[src/rtl/serial_rx_pkg.sv]
// rtl/serial_rx_pkg.sv - shared state encoding and default width for the serial link
package serial_rx_pkg;

    // Default frame width, shared with the transmitter so both ends agree.
    localparam int DEFAULT_DATA_WIDTH = 8;

    // Raw state encodings, shared with the transmitter.
    localparam logic [1:0] STATE_IDLE     = 2'b00;
    localparam logic [1:0] STATE_SHIFT    = 2'b01;
    localparam logic [1:0] STATE_WAIT_LOW = 2'b10;

    typedef enum logic [1:0] {
        S_IDLE     = STATE_IDLE,
        S_SHIFT    = STATE_SHIFT,
        S_WAIT_LOW = STATE_WAIT_LOW
    } state_e;

endpackage

[src/rtl/serial_rx_sipo_register.sv]
// rtl/serial_rx_sipo_register.sv - serial-in/parallel-out shift register, MSB first
module sipo_register
    import serial_rx_pkg::*;
#(
    parameter int Nbits = DEFAULT_DATA_WIDTH
) (
    input  logic             clk,
    input  logic             clr_n,
    input  logic             shift_enable,
    input  logic             serial_in,
    output logic [Nbits-1:0] out
);

    logic [Nbits-1:0] shift_q;
    logic [Nbits-1:0] shift_d;

    // Shift left, new bit at LSB, so the first bit received ends up at the MSB.
    always_comb begin
        shift_d = shift_q;
        if (shift_enable) begin
            shift_d = {shift_q[Nbits-2:0], serial_in};
        end
    end

    // Shift register storage with asynchronous clear.
    always_ff @(posedge clk or negedge clr_n) begin
        if (!clr_n) begin
            shift_q <= '0;
        end else begin
            shift_q <= shift_d;
        end
    end

    assign out = shift_q;

endmodule

[src/rtl/serial_rx.sv]
// rtl/serial_rx.sv - serial frame receiver with valid/ack handshake and error flags
module serial_rx
    import serial_rx_pkg::*;
#(
    parameter int DATA_WIDTH = DEFAULT_DATA_WIDTH,
    parameter int CNT_WIDTH  = 4
) (
    input  logic                  clk,
    input  logic                  rst,
    input  logic                  serial_in,
    input  logic                  frame_en,
    input  logic                  read_ack,
    output logic [DATA_WIDTH-1:0] data_out,
    output logic                  data_valid,
    output logic                  frame_err,
    output logic                  overrun,
    output logic                  busy,
    output logic [CNT_WIDTH-1:0]  bit_count
);

    localparam logic [CNT_WIDTH-1:0] LAST_BIT = CNT_WIDTH'(DATA_WIDTH - 1);

    state_e                state_q, state_d;
    logic [CNT_WIDTH-1:0]  cnt_q, cnt_d;
    logic                  ferr_q, ferr_d;
    logic [DATA_WIDTH-1:0] data_q, data_d;
    logic                  valid_q, valid_d;
    logic                  ovr_q, ovr_d;

    logic                  shift_en;
    logic                  word_done;
    logic [DATA_WIDTH-2:0] head_bits;
    logic [DATA_WIDTH-1:0] word;

    // Bits are only accepted while a frame is being assembled; WAIT_LOW ignores extras.
    assign shift_en  = frame_en && (state_q != S_WAIT_LOW);
    assign word_done = (state_q == S_SHIFT) && frame_en && (cnt_q == LAST_BIT);

    // The register holds the first DATA_WIDTH-1 bits; the final bit is taken
    // straight from the line so the word is available one clock after its edge.
    sipo_register #(
        .Nbits (DATA_WIDTH - 1)
    ) u_sipo (
        .clk          (clk),
        .clr_n        (~rst),
        .shift_enable (shift_en),
        .serial_in    (serial_in),
        .out          (head_bits)
    );

    assign word = {head_bits, serial_in};

    // State, bit counter and error pulse registers.
    always_ff @(posedge clk or posedge rst) begin
        if (rst) begin
            state_q <= S_IDLE;
            cnt_q   <= '0;
            ferr_q  <= 1'b0;
        end else begin
            state_q <= state_d;
            cnt_q   <= cnt_d;
            ferr_q  <= ferr_d;
        end
    end

    // Frame sequencing: count bits, detect completion and early frame end.
    always_comb begin
        state_d = state_q;
        cnt_d   = cnt_q;
        ferr_d  = 1'b0;
        case (state_q)
            S_IDLE: begin
                if (frame_en) begin
                    state_d = S_SHIFT;
                    cnt_d   = CNT_WIDTH'(1);
                end
            end
            S_SHIFT: begin
                if (frame_en) begin
                    if (cnt_q == LAST_BIT) begin
                        state_d = S_WAIT_LOW;
                        cnt_d   = '0;
                    end else begin
                        cnt_d = cnt_q + CNT_WIDTH'(1);
                    end
                end else begin
                    // Truncated frame: drop it and flag for one cycle.
                    state_d = S_IDLE;
                    cnt_d   = '0;
                    ferr_d  = 1'b1;
                end
            end
            S_WAIT_LOW: begin
                cnt_d = '0;
                if (!frame_en) begin
                    state_d = S_IDLE;
                end
            end
            default: begin
                state_d = S_IDLE;
                cnt_d   = '0;
            end
        endcase
    end

    // Output word holding register and handshake flags.
    always_ff @(posedge clk or posedge rst) begin
        if (rst) begin
            data_q  <= '0;
            valid_q <= 1'b0;
            ovr_q   <= 1'b0;
        end else begin
            data_q  <= data_d;
            valid_q <= valid_d;
            ovr_q   <= ovr_d;
        end
    end

    // A completed word always loads; overrun only if the old word was still unread.
    always_comb begin
        data_d  = data_q;
        valid_d = valid_q;
        ovr_d   = ovr_q;
        if (word_done) begin
            data_d  = word;
            valid_d = 1'b1;
            if (read_ack) begin
                ovr_d = 1'b0;
            end else if (valid_q) begin
                ovr_d = 1'b1;
            end
        end else if (read_ack && valid_q) begin
            valid_d = 1'b0;
            ovr_d   = 1'b0;
        end
    end

    assign data_out   = data_q;
    assign data_valid = valid_q;
    assign frame_err  = ferr_q;
    assign overrun    = ovr_q;
    assign busy       = (state_q != S_IDLE);
    assign bit_count  = cnt_q;

endmodule
[config.mk]
export PLATFORM = sky130hd
export DESIGN_NAME = serial_rx
export DESIGN_NICKNAME = d
export VERILOG_FILES = /design/src/rtl/serial_rx_pkg.sv /design/src/rtl/serial_rx_sipo_register.sv /design/src/rtl/serial_rx.sv
export SDC_FILE = /design/constraint.sdc
export NUM_CORES = 1
export LEC_CHECK = 0
export CORE_UTILIZATION = 35
export CTS_BUF_LIST = sky130_fd_sc_hd__clkbuf_4 sky130_fd_sc_hd__clkbuf_8
export CTS_CLUSTER_SIZE = 28
export DETAILED_ROUTE_END_ITERATION = 10
export HOLD_SLACK_MARGIN = 0.1
export SKIP_CTS_REPAIR_TIMING = 1
export SLEW_MARGIN = 10
export SYNTH_ARGS = -nofsm -noshare
export SYNTH_HDL_FRONTEND = slang
export SYNTH_HIERARCHICAL = 1
export SYNTH_SLANG_ARGS = --single-unit
[constraint.sdc]
create_clock -name clk -period 1.5 [get_ports clk]
set_input_delay 0.375 -clock clk [delete_from_list [all_inputs] [get_ports clk]]
set_output_delay 0.375 -clock clk [all_outputs]
set_load 0.02 [all_outputs]
=== Word-level counts from Yosys, hierarchy flattened ===
Cells that the tools add are included.

* Reduce and logical (&&, ||, !) cells: 9
* Add/sub/neg operators: 1
* Mux-type cells: 16
* Div/mod/pow operators: 0
* Multiply operators: 0
* Equal/unequal tests: 8
* Bitwise operators: 0
* Order comparisons: 0
* Shift-type cells: 0

{| class="wikitable"
|+ Operators with widths
! cell !! number
|-
| $mux W4 || 3
|-
| $mux W2 || 4
|-
| $pmux W4 S2 || 1
|-
| $mux W1 || 7
|-
| $ne A2 B2 Y1 const B || 3
|-
| $pmux W2 S3 || 1
|-
| $add A4 B1 Y4 const B || 1
|-
| $eq A4 B3 Y1 const B || 1
|-
| $logic_and A1 B1 Y1 || 4
|-
| $reduce_bool A2 Y1 || 2
|-
| $ne A3 B2 Y1 const B || 1
|-
| $ne A3 B3 Y1 const B || 1
|-
| $reduce_and A3 Y1 || 1
|-
| $eq A2 B1 Y1 const B || 1
|-
| $eq A2 B2 Y1 const B || 1
|-
| $logic_not A2 Y1 || 1
|-
| $reduce_and A2 Y1 || 1
|}

* Bits in writable memories: 0
* Register bits after elaboration: 24
* Output and inout bits: 16
* Memories kept: 0
* Bits in latches: 0
* Bits in read-only memories: 0

=== Longest topological paths before layout ===
Gate-level depths: netlist of run 1.

* Word-level depth: 5
* Depth in mapped cells: 5

=== Hierarchy ===
Netlist of run 1, hierarchy kept.

{| class="wikitable"
|+ Modules (own cells, without submodules)
! module !! instances !! area an instance (sq um) !! cells an instance
|-
| serial_rx || 1 || 780.7 || 64
|-
| sipo_register || 1 || 291.5 || 15
|}

=== Worst setup path after synthesis of run 1 ===
OpenSTA, ideal clock, no wires.

* Path type: register to register
* Start: register cnt_q[0] (netlist: bit_count[0])
* End: register data_q[0] (netlist: data_out[0])
* Data arrival time: 1503 ps
* Slack: -127 ps
* Period minus slack after synthesis: 1627 ps
* Data required time: 1375 ps
* Stages on the path, launching flop included: 5
* Path through: dfrtp_1 -> ha_1 -> nand3b_1 -> nor3_4 -> mux2_2

* Longest elaborated chain between the ends: 2

{| class="wikitable"
|+ Ends and longest elaborated chain
! item !! RTL line !! source
|-
| start: declaration || serial_rx.sv:24 || <nowiki>logic [CNT_WIDTH-1:0] cnt_q, cnt_d;</nowiki>
|-
| start signal: assignment || serial_rx.sv:61 || <nowiki>cnt_q <= cnt_d;</nowiki>
|-
| $eq A4 B3 Y1 || serial_rx.sv:37 || <nowiki>assign word_done = (state_q == S_SHIFT) && frame_en && (cnt_q == LAST_BIT);</nowiki>
|-
| $logic_and A1 B1 Y1 || serial_rx.sv:37 ||
|-
| end signal: assignment || serial_rx.sv:113 || <nowiki>data_q <= data_d;</nowiki>
|-
| end: declaration || serial_rx.sv:26 || <nowiki>logic [DATA_WIDTH-1:0] data_q, data_d;</nowiki>
|}

Every way passes these cells.
A chain may end at the register's enable or synchronous reset.

=== Final worst setup path of run 1 ===
* Start: register state_q[1]
* End: output busy

* Longest elaborated chain between the ends: 1

{| class="wikitable"
|+ Ends and longest elaborated chain
! item !! RTL line !! source
|-
| start: declaration || serial_rx.sv:23 || <nowiki>state_e state_q, state_d;</nowiki>
|-
| start signal: assignment || serial_rx.sv:60 || <nowiki>state_q <= state_d;</nowiki>
|-
| $reduce_bool A2 Y1 || serial_rx.sv:142 || <nowiki>assign busy = (state_q != S_IDLE);</nowiki>
|-
| end: declaration || serial_rx.sv:17 || <nowiki>output logic busy,</nowiki>
|}

Every way passes these cells.

==> flow_metrics.tcl, run 1 <==
set metrics [dict create \
    synth_seq_cells 24 \
    max-clock-path-buffers 2 \
    crit_path_top_delay_cell "dfrtp_1" \
    worst_r2r_path_depth 5 \
    cts_made_buffers 3 \
    crit_path_end_kind "primary output" \
    via_per_inst 4.98 \
    crit_arrival_ns 1.17 \
    timing.rr.end "bit_count[0]" \
    worstSetupPathType "register to primary output" \
    antenna_found_initial 0 \
    setup_violations 2 \
    critPathMaxStageDelay_ns 0.39 \
    cts_tree "built" \
    io_buffers 20 \
    seqCellArea_um2 603 \
    slew_violations 0 \
    drv_cap 0 \
    worstPathMaxFanout 2 \
    dr.pass1.iters 6 \
    synth.distinct_cells 32 \
    syn_area_per_cell_um2 13.6 \
    netlist_area_um2 1070 \
    critPathBufInv 1 \
    skew_ns 0.00408 \
    synthArstFlopShare_pct 100 \
    cpLargestDelayFamily "flip-flops" \
    multi_input_area_um2 469 \
    worstMarginPinSlew_ns 0.307 \
    dp.cells 138 \
    layout_setup_ws_ns -0.0415 \
    r2r_setup_slack_ns 0.02 \
    dieHeight_um 57.4 \
    clk_pin_slew_worst_paths_ns 0.13 \
    hold_class "primary input to asynchronous set/reset pin" \
    nets 118 \
    seq_area_frac_synth_pct 56.0 \
    setup_tns_ns -0.0515 \
    fmax_mhz 649 \
    die_w_um 57.4 \
    clock_latency_ns 0.30 \
    worstSetupStartpoint "state_q[1]" \
    cts_root_buf "clkbuf_4" \
    start_kind "register" \
    failed_checks "DRC, setup timing" \
    ir_drop_v 0.000437 \
    gp_congestion 0.807 \
    grt_overflow_total 0 \
    hpwl_mm 1.35 \
    rows 19 \
    ys_warn_count 6 \
    drt_iter0_drc 7 \
    r2r_start "bit_count[0]" \
    slew_headroom_pct 79.2 \
    stdcell_count 142 \
    diodes 0 \
    cp_data_required_time_ns 1.12 \
    grtUsageTotal_pct 12.7 \
    grt_pass1_wl_mm 3.25 \
    cp.depth 2 \
    clkSinkCount 24 \
    p_leak_nw 0.904 \
    vias 707 \
    antenna_left 0 \
    hold_viol 0 \
    drcViolationCount 2 \
    grt_max_degree 25 \
    wl_mm 1.99 \
    ys.flop_type "dfrtp_1" \
    status "finished with violations" \
    synthCells 79 \
    endpoint "busy" \
    synth-edff-count 0 \
    drive_gt1_share_pct 39.6 \
    ios 21 \
    num-fill-cells 232 \
    synth_nets 85 \
    start_util_pct 37.9 \
    core_um2 2830 \
    wl_per_cell_um 14.0 \
    cp_cell_sequence "or2_2 -> buf_2" \
    grt_pass1_vias 699 \
    p_per_area_nw_per_um2 878 \
    cts_max_level 1 \
    fin_crit_sh_pct 103 \
    rsz0062_at_grt "true" \
    period_minus_slack_ns 1.54 \
    utilization_pct 52.8 \
    area_delta_synth_final_pct 39.3 \
    die_area_um2 3290 \
]
[state kept, by name (all words and copies together), names as in the netlist]
| register | count |
|---|---|
| overrun | 1 |
| u_sipo/out | 7 |
| state_q | 2 |
| frame_err | 1 |
| data_out | 8 |
| bit_count | 4 |
| data_valid | 1 |
[layout make-up]
| cell class | count | area share, % |
|---|---|---|
| Tap cell | 31 | 2.60 |
| Multi-Input combinational cell | 46 | 31.4 |
| Inverter | 5 | 1.26 |
| Clock buffer | 4 | 2.43 |
| Timing Repair Buffer | 32 | 21.9 |
| Sequential cell | 24 | 40.4 |
[worst reg2reg max path: stages, from the launching register on]
cell and delay [ns]:
dfrtp_2 0.46, ha_4 0.17, buf_4 0.13, and3b_1 0.18, or4_1 0.39, o21ai_0 0.08
[metal layers]
metal	GRT usage [%]	wire, µm	vias up
li1	-	-	351
met1	17.9	973	343
met2	19.9	926	11
met3	1.59	66	2
met4	5.23	18	0
met5	0	0	-
[power breakdown]
part,internal (mW),switching (mW)
clock network,0.148,0.185
registers,0.710,0.0480
logic,0.136,0.0850
[metrics by stage]
stage / worst slack, ns / hold WS, ns / power (mW) / cell area [µm²]
floorplan: -0.0769 / 0.389 / 0.907 / 1090
global placement: -0.294 / 0.493 / 0.990 / 1400
CTS: -0.448 / 0.394 / 1.33 / 1430
detailed placement: -0.295 / 0.500 / 0.994 / 1400
finish: -0.0415 / 0.395 / 1.31 / 1490
global route: -0.0879 / 0.417 / 1.38 / 1490
[cell families (layout without fill, tap and decap cells)]
family / Yosys count / count (layout) / share of synthesized area, %
flip-flops: 24 / 24 / 56.0
AO/OA/AOI/OAI: 11 / 11 / 7.00
adder cells (fa/ha/maj): 1 / 1 / 1.17
buffers and inverters: 9 / 41 / 4.90
multiplexers: 15 / 15 / 18.2
AND/OR/NAND/NOR: 19 / 19 / 12.7
[Yosys cell counts (2+ instances only)]
library cell	n	area, µm²
dfrtp_1	24	601
mux2_2	8	90.1
mux2_4	7	105
inv_1	5	18.8
a21oi_1	3	15.0
buf_6	2	22.5
nand2_1	2	7.51
nor2_1	2	7.51
o21ai_0	2	10.0
o311ai_0	2	17.5
[worst min-delay path by stage]
stage	end	slack (ns)	cells after the start
global route	data_out[4]	0.42	3
finish	u_sipo/out[5]	0.40	3
CTS	bit_count[3]	0.39	3
global placement	data_out[2]	0.49	1
floorplan	bit_count[2]	0.39	1
detailed placement	u_sipo/out[6]	0.50	1
[cell usage in the layout (no fill, tap or decap), drive strengths merged]
cell           count
dfrtp             24
mux2              15
dlymetal6s2s      14
buf               13
inv                5
clkbuf             5
clkdlybuf4s50      4
a21oi              3
nand2              3
nor2               2
o21ai              2
or3                2
o311ai             2
nor3               2
and3b              2
nand3              1
nand3b             1
nand2b             1
o221ai             1
and3               1
nor4b              1
o21a               1
a31o               1
or2                1
nand4b             1
a211oi             1
or4                1
ha                 1
Note: power is estimated with default switching activity, not from simulation.
==> run 2, diff against run 1 <==
--- a/config.mk
+++ b/config.mk
@@ -10,6 +10,7 @@
 export CTS_CLUSTER_SIZE = 28
 export DETAILED_ROUTE_END_ITERATION = 10
 export HOLD_SLACK_MARGIN = 0.1
+export PLACE_DENSITY_LB_ADDON = 0.05
 export SKIP_CTS_REPAIR_TIMING = 1
 export SLEW_MARGIN = 10
 export SYNTH_ARGS = -nofsm -noshare
==> flow_metrics.tcl, run 2 (same netlist as run 1, synthesis figures left out) <==
set metrics [dict create \
    worstSetupStartpoint "state_q[1]" \
    failed_checks "DRC, setup timing" \
    worstPathMaxFanout 2 \
    period_minus_slack_ns 1.56 \
    cts_max_level 1 \
    setup_tns_ns -0.0637 \
    dr.pass1.iters 7 \
    p_leak_nw 0.922 \
    grt_pass1_vias 727 \
    worstMarginPinSlew_ns 0.308 \
    clock_latency_ns 0.32 \
    grt_pass1_wl_mm 3.47 \
    drv_cap 0 \
    slew_headroom_pct 79.2 \
    die_w_um 57.4 \
    die_area_um2 3290 \
    dieHeight_um 57.4 \
    timing.rr.end "bit_count[0]" \
    worst_r2r_path_depth 5 \
    start_kind "register" \
    cts_tree "built" \
    slew_violations 0 \
    core_um2 2830 \
    busiest_layer "met1" \
    start_util_pct 37.9 \
    area_delta_synth_final_pct 43.2 \
    use_met2_pct 20.1 \
    max-clock-path-buffers 2 \
    hold_viol 0 \
    hold_class "primary input to asynchronous set/reset pin" \
    ir_drop_v 0.000446 \
    rows 19 \
    antenna_found_initial 0 \
    fin_crit_sh_pct 104 \
    gp_congestion 0.723 \
    fmax_mhz 640 \
    p_per_area_nw_per_um2 950 \
    cp_data_required_time_ns 1.12 \
    clkSinkCount 24 \
    ios 21 \
    grt_use_met1_pct 20.1 \
    io_buffers 20 \
    endpoint "busy" \
    crit_path_end_kind "primary output" \
    status "finished with violations" \
    wl_mm 2.13 \
    nets 119 \
    drcViolationCount 4 \
    final_common_cell "dfrtp_1" \
    hpwl_mm 1.36 \
    cts_made_buffers 3 \
    skew_ns 0.00448 \
    largest_reg_flops 8 \
    grtUsageTotal_pct 14.0 \
    vias 706 \
    r2r_start "bit_count[0]" \
    antenna_left 0 \
    grt_overflow_total 0 \
    via_per_inst 4.94 \
    worstSetupPathType "register to primary output" \
    power.total_mw 1.46 \
    gr-usage-met3_pct 2.27 \
    drive_gt1_share_pct 42.0 \
    setup_violations 1 \
    drt_iter0_drc 21 \
    wl_per_cell_um 14.9 \
    diodes 0 \
    layout_setup_ws_ns -0.0637 \
    rsz0062_at_grt "true" \
    clk_pin_slew_worst_paths_ns 0.14 \
    r2r_setup_slack_ns 0 \
    crit_arrival_ns 1.19 \
    cts_root_buf "clkbuf_4" \
    grt_max_degree 25 \
    layout_common_cells "22 x dfrtp_1, 15 x mux2_4, 14 x dlymetal6s2s_1" \
]
-- run 2: critical path, stage by stage (launching register included) --
cell and delay (ns):
dfrtp_1 0.40, or2_2 0.31, clkbuf_2 0.16
-- run 2: cell type report --
cell class,instances,area (µm²)
fill,237,1290
sequential,24,603
multi-input combinational,46,479
timing repair buffer,33,343
tap,31,38.8
clock inverter,1,30.0
clock buffer,3,22.5
inverter,5,18.8
-- run 2: how the worst min path moves through the flow --
stage           startpoint           end  slack [ns]  cells past startpoint
2_1_floorplan          rst  bit_count[2]        0.39                      1
3_3_place_gp   data_out[2]   data_out[2]        0.49                      1
3_5_place_dp   data_out[1]   data_out[1]        0.49                      1
4_1_cts                rst   data_out[5]        0.38                      3
5_1_grt                rst   data_out[5]        0.40                      3
6_report               rst   data_out[5]        0.38                      3
-- run 2: where the power goes --
part	switching (mW)	internal [mW]	total, mW	leakage [nW]
registers	0.0515	0.710	0.761	0.306
logic	0.0871	0.139	0.226	0.588
clock network	0.201	0.270	0.472	0.0279
total	0.340	1.12	1.46	0.922
-- run 2: metrics by stage --
step / util [%] / cell area (µm²) / worst slack [ns] / hold slack, ns / std cells
final: 54.3 / 1540 / -0.0637 / 0.378 / 143
after floorplan: - / 1090 / -0.0769 / 0.389 / 79
after detailed placement: 49.8 / 1410 / -0.383 / 0.494 / 138
after global placement: 49.8 / 1410 / -0.347 / 0.493 / 138
after global routing: 54.3 / 1540 / -0.0963 / 0.401 / 143
after CTS: 51.6 / 1460 / -0.465 / 0.383 / 142
-- run 2: per-layer routing --
| layer | vias to the layer above | share of wire (%) |
|---|---|---|
| met4 | 0 | 0.84 |
| met5 | - | 0 |
| met3 | 2 | 2.9 |
| li1 | 349 | - |
| met2 | 12 | 46 |
| met1 | 343 | 51 |
